### config.mk
export PLATFORM = sky130hd
export DESIGN_NAME = neuron_update_scheduler
export DESIGN_NICKNAME = d
export VERILOG_FILES = /design/src/rtl/neuron_update_scheduler.sv
export SDC_FILE = /design/constraint.sdc
export NUM_CORES = 1
export LEC_CHECK = 0
export ABC_AREA = 1
export ABC_CLOCK_PERIOD_IN_PS = 23100
export CAP_MARGIN = 20
export CORE_MARGIN = 1.5
export CORE_UTILIZATION = 44
export CTS_BUF_LIST = sky130_fd_sc_hd__clkbuf_8
export DETAILED_ROUTE_END_ITERATION = 8
export PLACE_DENSITY = 0.7
export RECOVER_POWER = 50
export SYNTH_ARGS = -nofsm -noshare
export SYNTH_HDL_FRONTEND = slang
export SYNTH_SLANG_ARGS = --single-unit
### constraint.sdc
create_clock -name clk -period 23.1 [get_ports clk]
set_input_delay 2.31 -clock clk [delete_from_list [all_inputs] [get_ports clk]]
set_output_delay 2.31 -clock clk [all_outputs]
set_load 0.02 [all_outputs]
### src/rtl/neuron_update_scheduler.sv
// Sequences the shared LIF neuron update datapath over a presentation window and reports the winner.
// Optional LATERAL_INHIBIT_EN: in learn mode, boosts inhibitory current after the first spike of a timestep.
module neuron_update_scheduler #(
    parameter int unsigned N_NEURON = 18,
    parameter int unsigned IDX_W    = 5,
    parameter int unsigned T_STEPS  = 350,
    parameter int unsigned T_W      = 9,
    parameter int unsigned CNT_W    = 8
) (
    input  logic                clk,
    input  logic                rst,
    input  logic                i_start,
    input  logic                i_learn,
    output logic                o_init,
    input  logic                i_s_init,
    output logic                o_run,
    output logic                o_s_lern,
    output logic                o_s_infr,
    output logic signed [24:0]  o_exc_current,
    output logic signed [24:0]  o_inh_current,
    input  logic                i_spike,
    input  logic                i_valid,
    input  logic [IDX_W-1:0]    i_neuron_idx,
    output logic                o_cur_req,
    output logic [IDX_W-1:0]    o_cur_idx,
    input  logic                i_cur_valid,
    input  logic signed [24:0]  i_exc_current,
    input  logic signed [24:0]  i_inh_current,
    output logic [N_NEURON-1:0] o_spike_vec,
    output logic                o_step_done,
    output logic                o_busy,
    output logic                o_done,
    output logic [IDX_W-1:0]    o_winner,
    output logic [CNT_W-1:0]    o_winner_cnt,
    output logic                o_err
);

    typedef enum logic [3:0] {
        S_IDLE,
        S_INIT,
        S_INIT_HI,
        S_INIT_LO,
        S_REQ,
        S_RUN,
        S_WAIT,
        S_STEP,
        S_ARGM,
        S_DONE
    } state_t;

    state_t             state, next_state;
    logic [IDX_W-1:0]   n;
    logic [T_W-1:0]     step_cnt;
    logic [IDX_W-1:0]   scan_idx;
    logic [IDX_W-1:0]   best_idx, new_idx;
    logic [CNT_W-1:0]   best_cnt, new_cnt, cand_cnt;
    logic [CNT_W-1:0]   cnt [N_NEURON];
    logic               n_last, step_last, scan_last;
    logic signed [24:0] inh_next;

    assign n_last    = (n == IDX_W'(N_NEURON - 1));
    assign step_last = (step_cnt == T_W'(T_STEPS - 1));
    assign scan_last = (scan_idx == IDX_W'(N_NEURON - 1));
    assign o_cur_idx = n;

    always_ff @(posedge clk or posedge rst) begin
        if (rst) state <= S_IDLE;
        else     state <= next_state;
    end

    always_comb begin
        next_state = state;
        case (state)
            S_IDLE:    if (i_start) next_state = S_INIT;
            S_INIT:    next_state = i_s_init ? S_INIT_LO : S_INIT_HI;
            S_INIT_HI: if (i_s_init) next_state = S_INIT_LO;
            S_INIT_LO: if (!i_s_init) next_state = S_REQ;
            S_REQ:     if (i_cur_valid) next_state = S_RUN;
            S_RUN:     next_state = S_WAIT;
            S_WAIT:    if (i_valid) next_state = n_last ? S_STEP : S_REQ;
            S_STEP:    next_state = step_last ? S_ARGM : S_REQ;
            S_ARGM:    if (scan_last) next_state = S_DONE;
            S_DONE:    next_state = S_IDLE;
            default:   next_state = S_IDLE;
        endcase
    end

    always_comb begin
        o_init      = (state == S_INIT);
        o_cur_req   = (state == S_REQ);
        o_run       = (state == S_RUN);
        o_step_done = (state == S_STEP);
        o_done      = (state == S_DONE);
        o_busy      = (state != S_IDLE);
    end

    // Running argmax: strict greater-than keeps the lowest index on ties.
    always_comb begin
        cand_cnt = cnt[scan_idx];
        new_idx  = best_idx;
        new_cnt  = best_cnt;
        if (cand_cnt > best_cnt) begin
            new_idx = scan_idx;
            new_cnt = cand_cnt;
        end
    end

`ifdef LATERAL_INHIBIT_EN
    logic               spiked;
    logic signed [25:0] inh_sum;

    assign inh_sum = {i_inh_current[24], i_inh_current} + 26'sd655360;

    always_ff @(posedge clk or posedge rst) begin
        if (rst)                                      spiked <= 1'b0;
        else if (state == S_IDLE && i_start)          spiked <= 1'b0;
        else if (state == S_STEP)                     spiked <= 1'b0;
        else if (state == S_WAIT && i_valid && i_spike) spiked <= 1'b1;
    end

    always_comb begin
        inh_next = i_inh_current;
        if (o_s_lern && spiked) begin
            if (inh_sum > 26'sd16777215) inh_next = 25'sh0FFFFFF;
            else                         inh_next = inh_sum[24:0];
        end
    end
`else
    always_comb begin
        inh_next = i_inh_current;
    end
`endif

    always_ff @(posedge clk or posedge rst) begin
        if (rst) begin
            n             <= '0;
            step_cnt      <= '0;
            scan_idx      <= '0;
            best_idx      <= '0;
            best_cnt      <= '0;
            o_exc_current <= '0;
            o_inh_current <= '0;
            o_spike_vec   <= '0;
            o_err         <= 1'b0;
            o_s_lern      <= 1'b0;
            o_s_infr      <= 1'b0;
            o_winner      <= '0;
            o_winner_cnt  <= '0;
            for (int unsigned i = 0; i < N_NEURON; i++) cnt[i] <= '0;
        end else begin
            case (state)
                S_IDLE: begin
                    if (i_start) begin
                        o_s_lern    <= i_learn;
                        o_s_infr    <= ~i_learn;
                        o_spike_vec <= '0;
                        o_err       <= 1'b0;
                        step_cnt    <= '0;
                        n           <= '0;
                        for (int unsigned i = 0; i < N_NEURON; i++) cnt[i] <= '0;
                    end
                end
                S_REQ: begin
                    if (i_cur_valid) begin
                        o_exc_current <= i_exc_current;
                        o_inh_current <= inh_next;
                    end
                end
                S_WAIT: begin
                    if (i_valid) begin
                        if (i_neuron_idx != n) o_err <= 1'b1;
                        o_spike_vec[n] <= i_spike;
                        if (i_spike && cnt[n] != '1) cnt[n] <= cnt[n] + 1'b1;
                        if (!n_last) n <= n + 1'b1;
                    end
                end
                S_STEP: begin
                    step_cnt <= step_cnt + 1'b1;
                    n        <= '0;
                    scan_idx <= '0;
                    best_idx <= '0;
                    best_cnt <= '0;
                    // Last step keeps its spike vector visible through window end.
                    if (!step_last) o_spike_vec <= '0;
                end
                S_ARGM: begin
                    best_idx <= new_idx;
                    best_cnt <= new_cnt;
                    scan_idx <= scan_idx + 1'b1;
                    if (scan_last) begin
                        o_winner     <= new_idx;
                        o_winner_cnt <= new_cnt;
                    end
                end
                default: ;
            endcase
        end
    end

endmodule
# [Yosys cells after proc, flatten, opt, wreduce, memory -nomap -nowiden]
# Index checks and enable logic that the tools add are counted.
# Widths: inputs -> output; s select.
[op_classes] n_mux=45 n_addsub=4 bitwise_logic=3 n_reduce_logical=18 eq_ne=24 magnitude_cmp=6
[op_table] cell="$mux 144" count=3
[op_table] cell="$pmux 144 s2" count=1
[op_table] cell="$bwmux 144" count=1
[op_table] cell="$bmux 8 s5" count=2
[op_table] cell="$mux 18" count=3
[op_table] cell="$pmux 18 s3" count=1
[op_table] cell="$mux 8" count=6
[op_table] cell="$demux 8 s5" count=1
[op_table] cell="$pmux 4 s9" count=1
[op_table] cell="$mux 4" count=7
[op_table] cell="$mux 5" count=4
[op_table] cell="$pmux 5 s2" count=2
[op_table] cell="$bwmux 18" count=1
[op_table] cell="$ne 2x2->1 const B" count=9
[op_table] cell="$pmux 9 s2" count=1
[op_table] cell="$eq 4x3->1 const B" count=4
[op_table] cell="$pmux 8 s2" count=1
[op_table] cell="$reduce_and 4->1" count=4
[op_table] cell="$pmux 5 s3" count=1
[op_table] cell="$ge 6x6->1 const B" count=2
[op_table] cell="$not 5->6" count=2
[op_table] cell="$add 5x1->5 const B" count=2
[op_table] cell="$eq 5x5->1 const B" count=2
[op_table] cell="$add 9x1->9 const B" count=1
[op_table] cell="other kinds (25)" count=38
[word_totals] output_inout_bits=95 elab_cells=132 input_bits=63 ff_bits=264

# [Depth between registers and ports, before layout]
# Gate-level depths: netlist (run 1).
[logic_depth] ltp_word=9 depth_mapped=20 ltp_nobuf=18

# [Worst setup path after synthesis (run 1)]
# OpenSTA, ideal clock, no wires.
[synth_path] kind="input to register" startpoint="input i_start" endpoint="register cnt[122] (netlist bit)" arrival_ns=3.461 path_stages=10 t_required_ns=23.033 path_slack_ns=19.573 n_path_buf=2 setup_ns=0.067 path_cell_list="inv_1 -> nand2_1 -> o21ai_1 -> inv_1 -> nand2_1 -> inv_2 -> buf_1 -> buf_1 -> nand4_1 -> nand2_1"
[synth_via] elab_chain_len=2
[synth_lines] element="from (decl)" line="12" text="input logic i_start,"
[synth_lines] element="$ne 2x2->1 (no source line)"
[synth_lines] element="$reduce_and 4->1 (no source line)"
[synth_lines] element="to (decl)" line="57" text="logic [CNT_W-1:0] cnt [N_NEURON];"
# Every way passes these cells.
# A chain may end at the register's enable or synchronous reset.

==> metrics.md, run 1 <==
| Metric | Value |
|---|---|
| Max FO, Critical Path | `between 100 and 150` |
| P per Cell Area | `98.9 nW/µm²` |
| Num CTS Buffers | `46` |
| Sw Ratio | `0.436` |
| Initial antenna violation count | `2` |
| Critical Path Source Type | `primary input` |
| Starting Density | `0.450` |
| Largest net degree at the start of global routing | `108` |
| Post-synthesis register bit count | `264` |
| First-pass GRT wire length | `between 70000 and 80000 µm` |
| Post-CTS setup buffer count | `0` |
| Cell count after synthesis | `1973` |
| Io pins | `158` |
| Yosys warns | `0` |
| PostCTS Resize Cnt | `0` |
| Final Core Density | `0.525` |
| DR vias | `14475` |
| Hold Fails Final Rpt | `0` |
| Detailed placement HPWL | `about 31000 µm` |
| Placed instance count | `2483` |
| DR WL/cell | `18.6 µm` |
| Clk slew on worst S/H paths | `60 ps` |
| MaxCap Viol Count | `5` |
| Final slew viol count | `roughly 340` |
| Synth Area per Inst | `7.69 µm²` |
| Vias in the first global route | `13842` |
| Leak | `8.59 nW` |
| Sw power | `0.764 mW` |
| Die Width | `189 µm` |
| Die Height | `189 µm` |
| Via/cell ratio | `approximately 5.6` |
| Clock power share | `0.250` |
| Crit path max-delay family | `buffers and inverters` |
| DRT Pass-1 Iters | `6` |
| HP Class | `reg -> reg` |
| RSZ-0062 raised after global routing | `false` |
| CP Capture Type | `asynchronous set/reset pin` |
| P_int | `0.986 mW` |
| Logic gate share of total power | `0.440` |
| Seq pwr share | `0.311` |
| Worst-Margin Slew | `between 4000 and 5000 ps` |
| Sink Count | `around 260` |
| Top cell type's share of synthesized area | `0.436` |
| Placed Area | `16800 µm²` |
| H-tree Lvls | `2` |
| Relative slew slack | `-2.26` |
| Achievable frequency | `109 MHz` |
| Initial DRC count | `1586` |
| Fin Clk Skew | `around 42 ps` |
| Design area | `17700 µm²` |
| Max stage delay on crit path | `2760 ps` |
| Syn nets | `2053` |
| Failing checks | `max-capacitance violations, max-slew violations` |
| Hold_buf cts | `0` |
| CORE AREA | `around 34000 µm²` |
| Crit path top cell by count | `clkbuf_1` |
| CP max-delay cell | `clkbuf_1` |
| IO Port Bufs | `157` |
| Post-Synthesis Cell Area | `approximately 15000 µm²` |
| FP Rows | `67` |
| Synth area leaders | `dfrtp_1, nand2_1, nand4_1` |
| CTS tree | `built` |
| Routability congestion estimate from global placement | `0.898` |
| Synth-to-layout area growth | `16.6%` |
| Critical path data arrival time | `~9000 ps` |
| Yosys top cell by area | `dfrtp_1` |
| Critical path type | `in -> async` |
| CP required | `about 23000 ps` |
| GRT Total Usage | `0.269` |
| Crit path buffers/inverters | `4` |
| Final setup viols | `0` |
| Detail Route Antenna Nets | `0` |
| Fin crit period | `9210 ps` |
| Status | `complete, but fails checks` |
| Final wirelength | `approximately 48000 µm` |
| Peak supply drop | `~0.000091 V` |
| Clock Latency Late Sink | `620 ps` |
| Final period util | `0.399` |
| Setup TNS | `0 ps` |
| Clock root buffer master | `clkbuf_8` |
| Fin nets | `2165` |
| Layout Cells excl Fill | `2565` |
| Total congestion overflow | `0` |
| Crit-path cells | `dlygate4sd3_1 > clkinvlp_2 > clkbuf_1 > clkbuf_1` |
| Fraction of layout cells with a size suffix above 1 | `0.0874` |
| Seq/Total Area, Yosys | `0.436` |
| Full die area | `around 36000 µm²` |
| Maximum clock insertion buffer count | `3` |
| Netlist cell types | `51` |
| DRC | `0` |
## cells in the final DEF (no fill, tap or decap), types with 3 or more instances in the layout
cell	instances
clkdlybuf4s50_1	105
a21boi_0	4
o21ai_0	154
inv_1	209
o211ai_1	12
nand3_4	11
dfrtp_1	262
nand3_1	91
xor2_1	4
o22ai_1	14
clkbuf_1	6
nor2_4	3
buf_4	12
nor3_1	10
nor2_1	109
nand2_1	631
mux2_2	50
o21ai_1	4
nor2_2	4
nand2_2	8
dlygate4sd3_1	52
nand2_4	4
a21oi_1	82
nand4_1	150
clkbuf_8	57
nand3_2	3
ha_1	17
inv_2	10
## synthesized netlist by cell type (all sizes together)
cell / instances
nor3: 13
dfrtp: 264
xnor2: 1
o21ai: 158
xor2: 6
a32o: 1
mux2: 50
o21a: 1
o22ai: 14
clkbuf: 39
and2: 1
nor2: 118
inv: 203
nand4: 150
o31ai: 1
nand2: 644
a22oi: 1
o2111ai: 1
or2: 2
a31oi: 1
buf: 73
a21oi: 84
nor3b: 1
nor4: 2
clkinv: 2
nand3: 105
o32ai: 2
o211ai: 14
a21boi: 4
ha: 17
## registers in the layout (all words and copies together), names as in the netlist
| name | count |
|---|---|
| o_winner | 5 |
| o_err | 1 |
| state | 4 |
| best_cnt | 8 |
| o_cur_idx | 5 |
| o_exc_current | 25 |
| o_s_lern | 1 |
| o_winner_cnt | 8 |
| scan_idx | 5 |
| cnt | 144 |
| o_spike_vec | 18 |
| o_inh_current | 25 |
| best_idx | 5 |
| step_cnt | 9 |
| o_s_infr | 1 |
## stage by stage
stage	hold slack [ps]	setup slack, ps	total power, mW
floorplan	442	13520	1.05
global placement	455	18300	1.29
detailed placement	458	18200	1.30
CTS	473	17990	1.74
global route	498	12340	1.84
finish	471	13890	1.75
## cells by family after synthesis
family | after synthesis | synth area share
DFF | 264 | 0.436
xor gates and xnor gates | 7 | 0.00652
muxes | 50 | 0.0371
and+or+nand+nor | 1036 | 0.312
AOI/OAI and AO/OA | 282 | 0.100
buffers and inverters | 317 | 0.0948
adders and majority gates | 17 | 0.0140
## power by group through the flow
stage | registers (mW) | logic (mW) | clock network (mW)
final | 0.544 | 0.769 | 0.437
after global routing | 0.551 | 0.822 | 0.465
after CTS | 0.545 | 0.757 | 0.442
after detailed placement | 0.552 | 0.752 | 0
after global placement | 0.549 | 0.746 | 0
after floorplan | 0.609 | 0.439 | 0
## cell type report
class	count	area (µm²)
timing repair buffer	176	1700
sequential	264	6610
multi-input combinational	1392	7130
antenna	1	2.50
tap	448	561
clock inverter	22	134
inverter	205	776
clock buffer	57	785
fill	3187	16000
## per-layer routing
layer	global-route usage	vias up	share of wire
li1	-	6735	-
met1	0.356	6794	0.41
met2	0.417	808	0.44
met3	0.0713	136	0.11
met4	0.116	2	0.040
met5	0	-	0.00019
## worst min-delay path, stage by stage (launching register included)
cell and delay [ps]:
dfrtp_1 340, nand2_1 50, nand2_1 50
## path summary, 6_finish.rpt
path / from / to / slack, ps / depth (start not counted)
max: rst / cnt[120] / 13890 / 4
min: cnt[49] / cnt[49] / 470 / 2
max reg2reg: o_cur_idx[0] / cnt[2] / 15400 / 17
min reg2reg: cnt[49] / cnt[49] / 470 / 2
max in group clk: o_cur_idx[0] / o_cur_idx[0] / 15060 / 3
min in group asynchronous: rst / o_exc_current[12] / 3640 / 2
Note: power is estimated with default switching activity, not from simulation.
==> run 2, diff against run 1 <==
Settings changed: ABC_CLOCK_PERIOD_IN_PS 23100 to 8550.
Clock period 23.1 ns to 8.55 ns, I/O delays scaled along.
==> run 2 against run 1 <==
Against the previous run: critical path depth shrank 2; final cell count rose by 0.12%; sequential power rose to 2.7 times the previous value; via count down 0.60%; power grew to 2.7 times the previous value; core utilization hardly changed; critical endpoint is now scan_idx[0]; the flow still finishes with violations (max-capacitance violations, max-slew violations); combinational power grew to 2.7 times the previous value; global-route usage up 0.52 points.
==> metrics.md, run 2 (synthesis results as in run 1) <==
| Metric | Value |
|---|---|
| Status | `complete, but fails checks (unchanged)` |
| Failing checks | `max-capacitance violations, max-slew violations (unchanged)` |
| Crit path max-delay family | `buffers and inverters (unchanged)` |
| Peak supply drop | `0.000223 V (was 0.0000913 V)` |
| Max reg flops | `144 (unchanged)` |
| Num CTS Buffers | `48 (was 46)` |
| Clock root buffer master | `clkbuf_8 (unchanged)` |
| Final period util | `0.581` |
| Crit path buffers/inverters | `2 (was 4)` |
| Hold Fails Final Rpt | `0 (unchanged)` |
| GRT Total Usage | `0.275 (was 0.269)` |
| RSZ-0062 raised after global routing | `false (unchanged)` |
| Commonest cells after routing, fill and taps aside | `nand2_1, dfrtp_1, inv_1, o21ai_0, clkdlybuf4s50_1 (was nand2_1, dfrtp_1, inv_1, o21ai_0, nand4_1)` |
| Reg-to-reg startpoint | `o_cur_idx[0] (unchanged)` |
| Fin nets | `2163 (was 2165)` |
| Achievable frequency | `a little over 200 MHz` |
| First-pass GRT wire length | `77200 µm (was 76400 µm)` |
| Hold_buf cts | `0 (unchanged)` |
| Routability congestion estimate from global placement | `0.911 (was 0.898)` |
| Maximum clock insertion buffer count | `3 (unchanged)` |
| CORE AREA | `33700 µm² (unchanged)` |
| Largest regs | `cnt x144, o_exc_current x25, o_inh_current x25 (unchanged)` |
| Via/cell ratio | `5.60 (was 5.64)` |
| MaxCap Viol Count | `2 (was 5)` |
| Fraction of layout cells with a size suffix above 1 | `0.0901 (was 0.0874)` |
| Max FO, Critical Path | `115 (was 107)` |
| Critical path data arrival time | `4430 ps (was 9030 ps)` |
| Critical path depth | `2 (was 4)` |
| Worst r2r dst | `cnt[22] (was cnt[2])` |
| CP max-delay cell | `clkinvlp_2 (was clkbuf_1)` |
| CP required | `8010 ps (was 22920 ps)` |
| Reg2reg path depth | `17 (unchanged)` |
| Total congestion overflow | `0 (unchanged)` |
| Sink Count | `264 (unchanged)` |
| Fin crit period | `slightly below 5000 ps` |
| Final WS setup | `3580 ps (was 13890 ps)` |
| FP Rows | `67 (unchanged)` |
| Setup TNS | `0 ps (unchanged)` |
| Post-CTS setup buffer count | `0 (unchanged)` |
| Die Width | `189 µm (unchanged)` |
| Full die area | `35600 µm² (unchanged)` |
| Max stage delay on crit path | `2880 ps (was 2760 ps)` |
| Final slew viol count | `157 (was 339)` |
| Final setup viols | `0 (unchanged)` |
| Clock Latency Late Sink | `630 ps (was 620 ps)` |
| Setup slack, reg-to-reg | `3930 ps (was 15400 ps)` |
| Fin Clk Skew | `65.3 ps (was 41.9 ps)` |
| Critical path type | `in -> async (unchanged)` |
| Clk slew on worst S/H paths | `70 ps (was 60 ps)` |
| Starting Density | `0.450 (unchanged)` |
| N_diodes | `0 (was 1)` |
| Pre-CTS WS | `4050 ps (was 18200 ps)` |
| DRT Pass-1 Iters | `5 (was 6)` |
| CTS tree | `built (unchanged)` |
| Die Height | `189 µm (unchanged)` |
| Reg with most FFs | `cnt (unchanged)` |
| CP Capture Type | `asynchronous set/reset pin (unchanged)` |
| Fillcell total | `3266 (was 3187)` |
| Synth-to-layout area growth | `16.7% (was 16.6%)` |
| Io pins | `158 (unchanged)` |
| Critical Path Source Type | `primary input (unchanged)` |
| Layout Cells excl Fill | `2568 (was 2565)` |
| HP Class | `reg -> reg (unchanged)` |
| Final wirelength | `48500 µm (was 47600 µm)` |
| H-tree Lvls | `2 (unchanged)` |
| Initial antenna violation count | `0 (was 2)` |
| P per Cell Area | `267 nW/µm² (was 98.9 nW/µm²)` |
| Largest net degree at the start of global routing | `151 (was 108)` |
| Worst Setup EP | `scan_idx[0] (was cnt[120])` |
| Vias in the first global route | `14057 (was 13842)` |
| Detailed placement HPWL | `32300 µm (was 31500 µm)` |
| Relative slew slack | `-2.51 (was -2.26)` |
| Leak | `8.55 nW (was 8.59 nW)` |
| Crit-path cells | `dlygate4sd3_1 > clkinvlp_2 (was dlygate4sd3_1 > clkinvlp_2 > clkbuf_1 > clkbuf_1)` |
| DR WL/cell | `18.9 µm (was 18.6 µm)` |
| Commonest non-fill, non-tap cell in the layout | `nand2_1 (unchanged)` |
| Placed instance count | `2481 (was 2483)` |
| CP startpoint | `rst (unchanged)` |
| Detail Route Antenna Nets | `0 (unchanged)` |
| DR vias | `14388 (was 14475)` |
| IO Port Bufs | `157 (unchanged)` |
| DRC | `0 (unchanged)` |
| PostCTS Resize Cnt | `0 (unchanged)` |
| Worst-Margin Slew | `5240 ps (was 4860 ps)` |
| Initial DRC count | `1474 (was 1586)` |
## run 2: how the worst min path moves through the flow
stage	startpoint	endpoint	cells past startpoint
final	cnt[97]	cnt[97]	2
after global routing	cnt[34]	cnt[34]	2
after CTS	cnt[97]	cnt[97]	2
after floorplan	cnt[10]	cnt[10]	2
after global placement	cnt[10]	cnt[10]	2
after detailed placement	cnt[97]	cnt[97]	2
## run 2: per-stage QoR
stage | power, mW | utilization | area [µm²] | hold slack, ps
final | 4.73 | 0.525 | 17700 | 471
after global routing | 4.97 | 0.525 | 17700 | 493
after CTS | 4.72 | 0.526 | 17700 | 473
after detailed placement | 3.52 | 0.498 | 16800 | 459
after global placement | 3.49 | 0.498 | 16800 | 457
after floorplan | 2.83 | - | 15200 | 442
## run 2: routing by layer
metal,share of wire,global-route usage,vias up
li1,-,-,6737
met1,0.41,0.364,6777
met2,0.45,0.426,738
met3,0.10,0.0667,136
met4,0.041,0.124,0
met5,0,0,-
## run 2: final cells by class
class | instances | area [µm²] | share of cell area
clock buffer | 59 | 812 | 0.0459
clock inverter | 28 | 133 | 0.00749
inverter | 205 | 776 | 0.0438
multi-input combinational | 1392 | 7120 | 0.402
sequential | 264 | 6610 | 0.373
tap | 448 | 561 | 0.0317
timing repair buffer | 172 | 1690 | 0.0954
## run 2: power by group
| group | internal [mW] | switching [mW] |
|---|---|---|
| combinational | 0.649 | 1.40 |
| clock | 0.625 | 0.565 |
| sequential | 1.39 | 0.0965 |
| total | 2.67 | 2.06 |
## run 2: tightest hold or removal path: cells and delay by family, from the launching register on
family           cells  cell delay (ps)
DFF                  1              340
and+or+nand+nor      2              100
==> run 3, diff against run 2 <==
Settings changed: ABC_CLOCK_PERIOD_IN_PS 8550 to 4500, PLACE_DENSITY 0.7 to 0.73.
Clock period 8.55 ns to 4.5 ns, I/O delays scaled along.
==> run 3 against run 2 <==
Against the previous run: the run still ends with max-capacitance violations, max-slew violations left; power grew 93%; final cell count up 0.47%; die area unchanged; sequential power is 88% higher; via count increased by 1.1%; register-to-register slack lost 3200 ps; first-iteration DRC count increased by 1.6%; clock skew shrank 18 ps; cell area increased by 0.83%; critical path type is now reg -> reg.
==> metrics.md, run 3 (synthesis results as in run 1) <==
| Metric | Value |
|---|---|
| Status | `complete, but fails checks (unchanged)` |
| Failing checks | `max-capacitance violations, max-slew violations (unchanged)` |
| CTS tree | `built (unchanged)` |
| Initial DRC count | `1497 (was 1474)` |
| Max FO, Critical Path | `60 (was 115)` |
| Final wirelength | `47200 µm (was 48500 µm)` |
| Final Core Density | `0.530 (was 0.525)` |
| Fin crit period | `3790 ps` |
| Reg with most FFs | `cnt (unchanged)` |
| Routability congestion estimate from global placement | `0.941 (was 0.911)` |
| Critical path type | `reg -> reg (was in -> async)` |
| DRC | `0 (unchanged)` |
| Via/cell ratio | `5.64 (was 5.60)` |
| RSZ-0062 raised after global routing | `false (unchanged)` |
| Commonest non-fill, non-tap cell in the layout | `nand2_1 (unchanged)` |
| Fraction of layout cells with a size suffix above 1 | `0.0980 (was 0.0901)` |
| Detail Route Antenna Nets | `0 (unchanged)` |
| FP Rows | `67 (unchanged)` |
| Power, Total | `9.15 mW (was 4.73 mW)` |
| Clk slew on worst S/H paths | `70 ps (about the same)` |
| Starting Density | `0.450 (unchanged)` |
| N_diodes | `0 (unchanged)` |
| Synth-to-layout area growth | `17.7% (was 16.7%)` |
| GRT Total Usage | `0.266 (was 0.275)` |
| Logic gate share of total power | `0.441 (was 0.434)` |
| H-tree Lvls | `2 (unchanged)` |
| CP Capture Type | `flop (was asynchronous set/reset pin)` |
| Clock Latency Late Sink | `630 ps (about the same)` |
| Sw power | `3.94 mW (was 2.06 mW)` |
| Leak | `8.59 nW (was 8.55 nW)` |
| Worst-Margin Slew | `2620 ps (was 5240 ps)` |
| Critical path data arrival time | `4230 ps (was 4430 ps)` |
| Fin nets | `2177 (was 2163)` |
| CP required | `4940 ps (was 8010 ps)` |
| Critical Path Source Type | `flop (was primary input)` |
| Final period util | `0.842` |
| Seq pwr share | `0.306 (was 0.315)` |
| Crit-path cells | `buf_4 > a21oi_1 > o21ai_0 > o21ai_0 > nand2_1 > nand3_1 > a21boi_0 > inv_1 > ha_1 > a21oi_1 > o21ai_0 > nand2_1 > o211ai_1 > nand2_1 > clkinv_1 > o21ai_0 > o22ai_1 (was dlygate4sd3_1 > clkinvlp_2)` |
| Achievable frequency | `264 MHz` |
| Final setup viols | `0 (unchanged)` |
| First-pass GRT wire length | `74800 µm (was 77200 µm)` |
| Hold_buf cts | `0 (unchanged)` |
| Final slew viol count | `310 (was 157)` |
| Total congestion overflow | `0 (unchanged)` |
| Post-CTS setup buffer count | `0 (unchanged)` |
| Io pins | `158 (unchanged)` |
| Largest net degree at the start of global routing | `191 (was 151)` |
| IO Port Bufs | `157 (unchanged)` |
| Num CTS Buffers | `46 (was 48)` |
| DR WL/cell | `18.3 µm (was 18.9 µm)` |
| P per Cell Area | `512 nW/µm² (was 267 nW/µm²)` |
| P_int | `5.21 mW (was 2.67 mW)` |
| MaxCap Viol Count | `3 (was 2)` |
| Max stage delay on crit path | `760 ps (was 2880 ps)` |
| Commonest cells after routing, fill and taps aside | `nand2_1, dfrtp_1, inv_1, clkdlybuf4s50_1, o21ai_0 (was nand2_1, dfrtp_1, inv_1, o21ai_0, clkdlybuf4s50_1)` |
| Sw Ratio | `0.431 (was 0.436)` |
| Clock power share | `0.253 (was 0.251)` |
| CORE AREA | `33700 µm² (unchanged)` |
| Vias in the first global route | `13677 (was 14057)` |
| HP Class | `in -> reg (was reg -> reg)` |
| DRT Pass-1 Iters | `6 (was 5)` |
| Max reg flops | `144 (unchanged)` |
| DR vias | `14540 (was 14388)` |
| Sink Count | `264 (unchanged)` |
| Clock root buffer master | `clkbuf_8 (unchanged)` |
| Setup TNS | `0 ps (unchanged)` |
| Hold WS | `433 ps (was 471 ps)` |
| Die Height | `189 µm (unchanged)` |
| Detailed placement HPWL | `32100 µm (was 32300 µm)` |
| CP max-delay cell | `dfrtp_2 (was clkinvlp_2)` |
| Die Width | `189 µm (unchanged)` |
| Initial antenna violation count | `0 (unchanged)` |
| Relative slew slack | `-0.749 (was -2.51)` |
| Fin Clk Skew | `47.0 ps (was 65.3 ps)` |
| Crit path top cell by count | `o21ai_0` |
| Hold Fails Final Rpt | `0 (unchanged)` |
| Maximum clock insertion buffer count | `3 (unchanged)` |
| Largest regs | `cnt x144, o_exc_current x25, o_inh_current x25 (unchanged)` |
| Peak supply drop | `0.000503 V (was 0.000223 V)` |
| PostCTS Resize Cnt | `0 (unchanged)` |
| Full die area | `35600 µm² (unchanged)` |
## run 3: routing by layer
layer  vias up  wire length [µm]  GRT usage  share of wire
li1       6741                 -          -              -
met1      6896             19200      0.351           0.41
met2       763             20700      0.403           0.44
met3       140              5200     0.0721           0.11
met4         0              2120      0.130          0.045
met5         -                 0          0              0
## run 3: power groups by stage
| stage | clock network, mW | logic (mW) | registers (mW) |
|---|---|---|---|
| 2_1_floorplan | 0 | 2.26 | 3.13 |
| 3_3_place_gp | 0 | 3.92 | 2.83 |
| 3_5_place_dp | 0 | 3.95 | 2.84 |
| 4_1_cts | 2.36 | 3.97 | 2.80 |
| 5_1_grt | 2.45 | 4.31 | 2.83 |
| 6_report | 2.31 | 4.04 | 2.80 |
## run 3: worst max-delay path, delay by kind of cell (launching register included)
kind	cells	cell delay [ps]
fa+ha+maj	1	300
buf+inv	3	860
simple gates	4	330
flops	1	760
compound gates	9	1340
## run 3: layout make-up
cell class	instances	area, µm²
clock buffer	61	840
clock inverter	22	126
fill	3209	15800
inverter	205	778
multi-input combinational	1392	7120
sequential	264	6610
tap	448	561
timing repair buffer	188	1820
## run 3: through the flow
stage | worst slack [ps] | instances | instance area, µm²
2_1_floorplan | 566 | 1973 | 15200
3_3_place_gp | 792 | 2496 | 16900
3_5_place_dp | 755 | 2496 | 16900
4_1_cts | 761 | 2579 | 17900
5_1_grt | 257 | 2580 | 17900
6_report | 710 | 2580 | 17900
## run 3: worst paths after layout
kind                        startpoint           endpoint  slack (ps)  cells after the start
max                        scan_idx[0]        best_cnt[2]         710                     17
min                            i_learn           o_s_lern         430                      3
max reg2reg                scan_idx[0]        best_cnt[2]         710                     17
min reg2reg                   cnt[128]           cnt[128]         470                      2
max in group asynchronous          rst        scan_idx[0]        1380                      3
min in group asynchronous          rst  o_exc_current[16]         980                      3
